### src/rtl/condiciona_botoes_if.sv
// Raw active-low button lines in, debounced levels and press pulses out.
interface condiciona_botoes_if;
    logic       jogar_n;
    logic       mais_n;
    logic       menos_n;
    logic       confirma_n;
    logic [3:0] botoes_n;

    logic       jogar_nivel;
    logic       mais_nivel;
    logic       menos_nivel;
    logic       confirma_nivel;
    logic [3:0] botoes_nivel;

    logic       jogar_pulso;
    logic       mais_pulso;
    logic       menos_pulso;
    logic       confirma_pulso;
    logic [3:0] botoes_pulso;
    logic       qualquer_pulso;

    modport master (
        output jogar_n, mais_n, menos_n, confirma_n, botoes_n,
        input  jogar_nivel, mais_nivel, menos_nivel, confirma_nivel, botoes_nivel,
        input  jogar_pulso, mais_pulso, menos_pulso, confirma_pulso, botoes_pulso,
        input  qualquer_pulso
    );

    modport slave (
        input  jogar_n, mais_n, menos_n, confirma_n, botoes_n,
        output jogar_nivel, mais_nivel, menos_nivel, confirma_nivel, botoes_nivel,
        output jogar_pulso, mais_pulso, menos_pulso, confirma_pulso, botoes_pulso,
        output qualquer_pulso
    );
endinterface

### src/rtl/condiciona_botoes.sv
// Button conditioning: 2-flop sync, per-input debounce FSM, press pulses,
// and auto-repeat on mais/menos.
module condiciona_botoes #(
    parameter int DEBOUNCE_CICLOS = 50000,
    parameter int REPEAT_ATRASO   = 25000000,
    parameter int REPEAT_PERIODO  = 5000000
) (
    input  logic               clock,
    input  logic               reset,
    condiciona_botoes_if.slave bus
);
    // state       | meaning
    // SOLTO       | released
    // PEND_PRESS  | press seen, counting stable samples
    // PRESSIONADO | press accepted
    // PEND_SOLTA  | release seen, counting stable samples
    typedef enum logic [1:0] {SOLTO, PEND_PRESS, PRESSIONADO, PEND_SOLTA} estado_t;

    localparam int N         = 8;
    localparam int IDX_MAIS  = 5;
    localparam int IDX_MENOS = 6;
    localparam int W_CNT     = (DEBOUNCE_CICLOS > 2) ? $clog2(DEBOUNCE_CICLOS) : 1;
    localparam int REP_MAX   = (REPEAT_ATRASO > REPEAT_PERIODO) ? REPEAT_ATRASO : REPEAT_PERIODO;
    localparam int W_REP     = (REP_MAX > 2) ? $clog2(REP_MAX) : 1;
    localparam logic [W_CNT-1:0] CNT_FIM = W_CNT'(DEBOUNCE_CICLOS - 1);

    // bit order: botoes[3:0], jogar, mais, menos, confirma
    logic [N-1:0] w_raw_n;
    logic [N-1:0] r_sync1;
    logic [N-1:0] r_sync2;
    logic [N-1:0] r_nivel;
    logic [N-1:0] r_pulso;
    logic [N-1:0] w_press;
    logic [N-1:0] w_entra;
    logic [N-1:0] w_nivel_prox;
    logic [1:0]   w_rep_hit;
    logic         w_ambos;

    assign w_raw_n = {bus.confirma_n, bus.menos_n, bus.mais_n, bus.jogar_n, bus.botoes_n};

    always_ff @(posedge clock or negedge reset) begin
        if (!reset) begin
            r_sync1 <= '1;
            r_sync2 <= '1;
        end else begin
            r_sync1 <= w_raw_n;
            r_sync2 <= r_sync1;
        end
    end

    for (genvar i = 0; i < N; i++) begin : g_deb
        estado_t          r_estado;
        estado_t          w_estado_prox;
        logic [W_CNT-1:0] r_cnt;
        logic [W_CNT-1:0] w_cnt_prox;
        logic             w_p;

        assign w_p = ~r_sync2[i];

        always_ff @(posedge clock or negedge reset) begin
            if (!reset) begin
                r_estado <= SOLTO;
                r_cnt    <= '0;
            end else begin
                r_estado <= w_estado_prox;
                r_cnt    <= w_cnt_prox;
            end
        end

        always_comb begin
            w_estado_prox = r_estado;
            w_cnt_prox    = r_cnt;
            case (r_estado)
                SOLTO: begin
                    if (w_p) begin
                        w_estado_prox = PEND_PRESS;
                        w_cnt_prox    = '0;
                    end
                end
                PEND_PRESS: begin
                    if (!w_p)                  w_estado_prox = SOLTO;
                    else if (r_cnt == CNT_FIM) w_estado_prox = PRESSIONADO;
                    else                       w_cnt_prox    = r_cnt + 1'b1;
                end
                PRESSIONADO: begin
                    if (!w_p) begin
                        w_estado_prox = PEND_SOLTA;
                        w_cnt_prox    = '0;
                    end
                end
                PEND_SOLTA: begin
                    if (w_p)                   w_estado_prox = PRESSIONADO;
                    else if (r_cnt == CNT_FIM) w_estado_prox = SOLTO;
                    else                       w_cnt_prox    = r_cnt + 1'b1;
                end
                default: w_estado_prox = SOLTO;
            endcase
        end

        assign w_press[i]      = (r_estado == PEND_PRESS) && (w_estado_prox == PRESSIONADO);
        assign w_entra[i]      = (r_estado != PRESSIONADO) && (w_estado_prox == PRESSIONADO);
        assign w_nivel_prox[i] = (w_estado_prox == PRESSIONADO) || (w_estado_prox == PEND_SOLTA);
    end

    // Holding both mais and menos parks the repeat timers at the initial delay.
    assign w_ambos = r_nivel[IDX_MAIS] & r_nivel[IDX_MENOS];

    for (genvar j = 0; j < 2; j++) begin : g_rep
        localparam int K = IDX_MAIS + j;
        logic [W_REP-1:0] r_rep;
        logic             r_rep_fase;
        logic [W_REP-1:0] w_rep_fim;

        assign w_rep_fim    = r_rep_fase ? W_REP'(REPEAT_PERIODO - 1) : W_REP'(REPEAT_ATRASO - 1);
        assign w_rep_hit[j] = r_nivel[K] & w_nivel_prox[K] & ~w_entra[K] & ~w_ambos
                              & (r_rep == w_rep_fim);

        always_ff @(posedge clock or negedge reset) begin
            if (!reset) begin
                r_rep      <= '0;
                r_rep_fase <= 1'b0;
            end else if (w_entra[K] || !r_nivel[K] || w_ambos) begin
                r_rep      <= '0;
                r_rep_fase <= 1'b0;
            end else if (r_rep == w_rep_fim) begin
                r_rep      <= '0;
                r_rep_fase <= 1'b1;
            end else begin
                r_rep <= r_rep + 1'b1;
            end
        end
    end

    always_ff @(posedge clock or negedge reset) begin
        if (!reset) begin
            r_nivel <= '0;
            r_pulso <= '0;
        end else begin
            r_nivel <= w_nivel_prox;
            r_pulso <= w_press | {1'b0, w_rep_hit, 5'b0};
        end
    end

    assign bus.botoes_nivel   = r_nivel[3:0];
    assign bus.jogar_nivel    = r_nivel[4];
    assign bus.mais_nivel     = r_nivel[IDX_MAIS];
    assign bus.menos_nivel    = r_nivel[IDX_MENOS];
    assign bus.confirma_nivel = r_nivel[7];

    assign bus.botoes_pulso   = r_pulso[3:0];
    assign bus.jogar_pulso    = r_pulso[4];
    assign bus.mais_pulso     = r_pulso[IDX_MAIS];
    assign bus.menos_pulso    = r_pulso[IDX_MENOS];
    assign bus.confirma_pulso = r_pulso[7];
    assign bus.qualquer_pulso = |r_pulso[3:0];
endmodule

### src/flat_wrapper.sv
// flat-port wrapper written by rule: the top's interface ports become plain ports
module condiciona_botoes_flat 
#(
    parameter int DEBOUNCE_CICLOS = 50000,
    parameter int REPEAT_ATRASO   = 25000000,
    parameter int REPEAT_PERIODO  = 5000000
)
  (clock, reset, bus_jogar_n, bus_mais_n, bus_menos_n, bus_confirma_n, bus_botoes_n, bus_jogar_nivel, bus_mais_nivel, bus_menos_nivel, bus_confirma_nivel, bus_botoes_nivel, bus_jogar_pulso, bus_mais_pulso, bus_menos_pulso, bus_confirma_pulso, bus_botoes_pulso, bus_qualquer_pulso);
  condiciona_botoes_if bus_i ();
  input  logic clock;
  input  logic reset;
  input wire logic [$bits(bus_i.jogar_n)-1:0] bus_jogar_n;
  input wire logic [$bits(bus_i.mais_n)-1:0] bus_mais_n;
  input wire logic [$bits(bus_i.menos_n)-1:0] bus_menos_n;
  input wire logic [$bits(bus_i.confirma_n)-1:0] bus_confirma_n;
  input wire logic [$bits(bus_i.botoes_n)-1:0] bus_botoes_n;
  output wire logic [$bits(bus_i.jogar_nivel)-1:0] bus_jogar_nivel;
  output wire logic [$bits(bus_i.mais_nivel)-1:0] bus_mais_nivel;
  output wire logic [$bits(bus_i.menos_nivel)-1:0] bus_menos_nivel;
  output wire logic [$bits(bus_i.confirma_nivel)-1:0] bus_confirma_nivel;
  output wire logic [$bits(bus_i.botoes_nivel)-1:0] bus_botoes_nivel;
  output wire logic [$bits(bus_i.jogar_pulso)-1:0] bus_jogar_pulso;
  output wire logic [$bits(bus_i.mais_pulso)-1:0] bus_mais_pulso;
  output wire logic [$bits(bus_i.menos_pulso)-1:0] bus_menos_pulso;
  output wire logic [$bits(bus_i.confirma_pulso)-1:0] bus_confirma_pulso;
  output wire logic [$bits(bus_i.botoes_pulso)-1:0] bus_botoes_pulso;
  output wire logic [$bits(bus_i.qualquer_pulso)-1:0] bus_qualquer_pulso;
  assign bus_i.jogar_n = bus_jogar_n;
  assign bus_i.mais_n = bus_mais_n;
  assign bus_i.menos_n = bus_menos_n;
  assign bus_i.confirma_n = bus_confirma_n;
  assign bus_i.botoes_n = bus_botoes_n;
  assign bus_jogar_nivel = bus_i.jogar_nivel;
  assign bus_mais_nivel = bus_i.mais_nivel;
  assign bus_menos_nivel = bus_i.menos_nivel;
  assign bus_confirma_nivel = bus_i.confirma_nivel;
  assign bus_botoes_nivel = bus_i.botoes_nivel;
  assign bus_jogar_pulso = bus_i.jogar_pulso;
  assign bus_mais_pulso = bus_i.mais_pulso;
  assign bus_menos_pulso = bus_i.menos_pulso;
  assign bus_confirma_pulso = bus_i.confirma_pulso;
  assign bus_botoes_pulso = bus_i.botoes_pulso;
  assign bus_qualquer_pulso = bus_i.qualquer_pulso;
  condiciona_botoes #(.DEBOUNCE_CICLOS(DEBOUNCE_CICLOS), .REPEAT_ATRASO(REPEAT_ATRASO), .REPEAT_PERIODO(REPEAT_PERIODO)) u_core (.clock(clock), .reset(reset), .bus(bus_i));
endmodule
### config.mk
export PLATFORM = sky130hd
export DESIGN_NAME = condiciona_botoes_flat
export DESIGN_NICKNAME = d
export VERILOG_FILES = /design/src/rtl/condiciona_botoes_if.sv /design/src/rtl/condiciona_botoes.sv /design/src/flat_wrapper.sv
export SDC_FILE = /design/constraint.sdc
export NUM_CORES = 1
export LEC_CHECK = 0
export BUFFER_PORTS_ARGS = -buffer_cell sky130_fd_sc_hd__buf_2
export CELL_PAD_IN_SITES_DETAIL_PLACEMENT = 1
export CELL_PAD_IN_SITES_GLOBAL_PLACEMENT = 1
export CORE_UTILIZATION = 54
export DETAILED_ROUTE_END_ITERATION = 8
export PLACE_DENSITY = 0.95
export SETUP_SLACK_MARGIN = 0.15
export SLEW_MARGIN = 20
export SYNTH_ARGS = -nofsm -noshare
export SYNTH_HDL_FRONTEND = slang
export SYNTH_SLANG_ARGS = --single-unit
### constraint.sdc
create_clock -name clock -period 4.05 [get_ports clock]
set_input_delay 0.405 -clock clock [delete_from_list [all_inputs] [get_ports clock]]
set_output_delay 0.405 -clock clock [all_outputs]
set_load 0.02 [all_outputs]
==> metrics.yaml <==
floorplanning:
  fp.coreArea_mm2: 0.0218
  die-width_um: 151
  io-pin-count: 27
  die-area_mm2: 0.0229
  start_util_pct: 55.2
  num_rows: 54
  die_y_um: 151
synthesis:
  syn_nets: 1243
  yosys_warnings: 0
  synth.area.top_cells: "dfrtp_1 (44%), o21ai_0 (3.7%), dfstp_2 (3.5%)"
  avgSynthCellArea_um2: 9.84
  ys.flop_type: "dfrtp_1"
  synth_cells: 1223
  synthArstFlopShare_pct: 100
  yosysTopAreaCell: "dfrtp_1"
  synth_seq_cells: 228
  yosysSeqAreaShare_pct: 47.6
  synthesis.area_mm2: 0.0120
  synth.top_cell.area_share_pct: 44.1
  yosys.cell_types.count: 79
  synth-edff-count: 0
layout:
  drive_gt1_share_pct: 11.6
  diodes: 0
  area_growth_pct: 11.6
  nets: 1266
  fin_area_mm2: 0.0134
timing:
  finClkSkew_ns: 0.0171
  rsz0062_at_grt: "no"
  slew_headroom_pct: 34.0
  timing.hold.ws_ns: 0.354
  finalHoldViolCount: 0
  tns_ns: 0
  worstMarginPinSlew_ns: 0.987
  drv_slew: 0
  period_share_pct: 67.3
  finalSetupViolCount: 0
  worst_slack_ns: 1.32
  min_period_ns: 2.73
  fmax_ghz: 0.367
detailed_routing:
  vias: 10200
  ant_nets: 0
  drtIter0Drc: 397
  drt-total-wl_um: 31100
  route.detailed.drc: 0
  viasPerCell: 6.58
  wire_per_inst_um: 20.1
  firstDrtPassIters: 5
power_and_ir_drop:
  p_per_area_mw_per_mm2: 397
  peakVddDrop_v: 0.000303
  combPwrFrac_pct: 5.9
  p_switching_w: 0.00129
  seq_power_share_pct: 47.2
  p_clk_share_pct: 46.9
  switching_share_pct: 24.3
  leakagePower_nw: 5.49
  p_int_w: 0.00404
outcome:
  status: "complete, no violations"
setup_path:
  path_max_fanout: 26
  required_ns: 4.47
  path_cells: "or4b_1 > nor4_4 > a21bo_2 > o21ba_2"
  reg2reg_setup_slack_ns: 1.32
  slowest_stage: "nor4_4"
  path_class: "reg -> reg"
  worst_ep_arrival_time_ns: 3.14
  crit_path_max_incr_delay_ns: 0.70
  startpoint_type: "flop"
  endpoint_kind: "flop"
cts:
  cts_setup_buffers: 0
  root_buffer: "clkbuf_16"
  ctsHtreeMaxLevel: 1
  insertion_delay_ns: 0.53
  post_cts_resize_count: 0
  cts_tree: "built"
  numCtsBuffers: 26
  clk_pin_slew_ns: 0.06
  cts_hold_buf: 8
  cts.sinks: 228
  cts_max_path_buffers: 3
global_route:
  track_usage_pct: 28.5
  busiest_layer: "met2"
  antenna_found_initial: 0
  grt_pass1_vias: 10700
  grt_pass1_wl_um: 53300
  use_met3_pct: 3.58
  grt_max_degree: 136
  grtUsageMet2_pct: 50.5
  met1_usage_pct: 36.8
  grt_overflow: 0
place:
  postPlaceCellArea_mm2: 0.0124
  pre_cts_ws_ns: 1.36
  place_hpwl_um: 19900
  routabilityCongestion: 0.817
  port_buffers: 26
flow_run:
  drv_cap: 0
hold_path:
  hold_class: "reg -> reg"
==> registers in the layout (all words and copies together), names as in the netlist <==
register                 count
u_core.g_deb.r_cnt         128
u_core.g_rep.r_rep          50
u_core.g_deb.r_estado       16
u_core.r_nivel               8
u_core.r_pulso               8
u_core.r_sync1               8
u_core.r_sync2               8
u_core.g_rep.r_rep_fase      2
==> logic make-up (layout without fill, tap and decap cells) <==
kind of cell,Yosys count,count (layout),synth area share [%]
compound gates,259,259,14.6
simple gates,545,545,26.6
fa+ha+maj,10,10,1.04
buf+inv,92,134,3.12
flops,228,228,47.6
mux,39,39,3.43
xor+xnor,50,50,3.64
==> placed cells by master (no fill, tap or decap), drive strengths merged, types with 42 or more instances in the layout <==
cell type / count
dfrtp: 212
o21ai: 90
inv: 42
nand3: 68
nand2: 90
nand4: 48
or3: 44
nor2: 49
nor3: 48
==> final cells by class <==
class,instances,area [um^2]
multi-input cells,903,5940
flip-flops and latches,228,5730
repair buffers,45,338
clock inverters,11,139
inverters,42,160
clock buffers,36,779
well taps,280,350
fillers,2373,8390
==> power groups by stage <==
stage	logic [W]	clock network, W	registers, W
floorplan	0.000229	0	0.00249
global placement	0.000281	0	0.00254
detailed placement	0.000303	0	0.00255
CTS	0.000315	0.00254	0.00251
global route	0.000358	0.00263	0.00254
finish	0.000314	0.00250	0.00252
==> final timing paths <==
| path | cells past startpoint | startpoint | end |
|---|---|---|---|
| min in group asynchronous | 2 | reset | u_core.g_deb[3].r_cnt[3] |
| hold reg to reg | 0 | u_core.r_sync1[6] | u_core.r_sync2[6] |
| setup reg to reg | 4 | u_core.g_deb[6].r_cnt[10] | u_core.g_rep[1].r_rep_fase |
| hold / removal | 0 | u_core.r_sync1[6] | u_core.r_sync2[6] |
| max in group asynchronous | 4 | reset | u_core.r_sync2[5] |
| setup / recovery | 4 | u_core.g_deb[6].r_cnt[10] | u_core.g_rep[1].r_rep_fase |
==> worst max-delay path, delay by kind of cell, from the launching register on <==
family | cells | cell delay, ns
AO/OA/AOI/OAI | 2 | 0.87
flip-flops | 1 | 0.42
AND/OR/NAND/NOR | 2 | 1.30
==> per-layer routing <==
layer / routed length [um] / vias to the layer above / part of all wire (%)
met1: 13500 / 5228 / 43
met3: 936 / 62 / 3.0
met2: 16000 / 166 / 52
met4: 623 / 0 / 2.0
met5: 0 / - / 0
li1: - / 4704 / -
==> cell usage after synthesis, types with 11 or more instances <==
cell type / number
or3_1: 44
nand3_1: 68
a211oi_1: 25
or4_1: 34
nand2_1: 90
a21oi_1: 34
inv_1: 40
a22o_1: 21
xnor2_1: 28
and4_1: 16
nor2_1: 49
nand4_1: 47
o21ai_0: 88
nor4_1: 28
clkbuf_1: 31
o31ai_1: 18
nand2b_1: 13
nor3_1: 48
nand3b_1: 11
mux2i_1: 24
xor2_1: 22
mux2_2: 14
buf_2: 12
dfrtp_1: 212
dfstp_2: 16
and3_1: 21
==> stage by stage <==
| stage | instances | util (%) | power [W] |
|---|---|---|---|
| after CTS | 1543 | 61.4 | 0.00536 |
| final | 1545 | 61.5 | 0.00533 |
| after floorplan | 1223 | - | 0.00272 |
| after global placement | 1488 | 56.8 | 0.00282 |
| after detailed placement | 1488 | 56.8 | 0.00285 |
| after global routing | 1545 | 61.5 | 0.00552 |
Power figures use the tool's default switching activity.
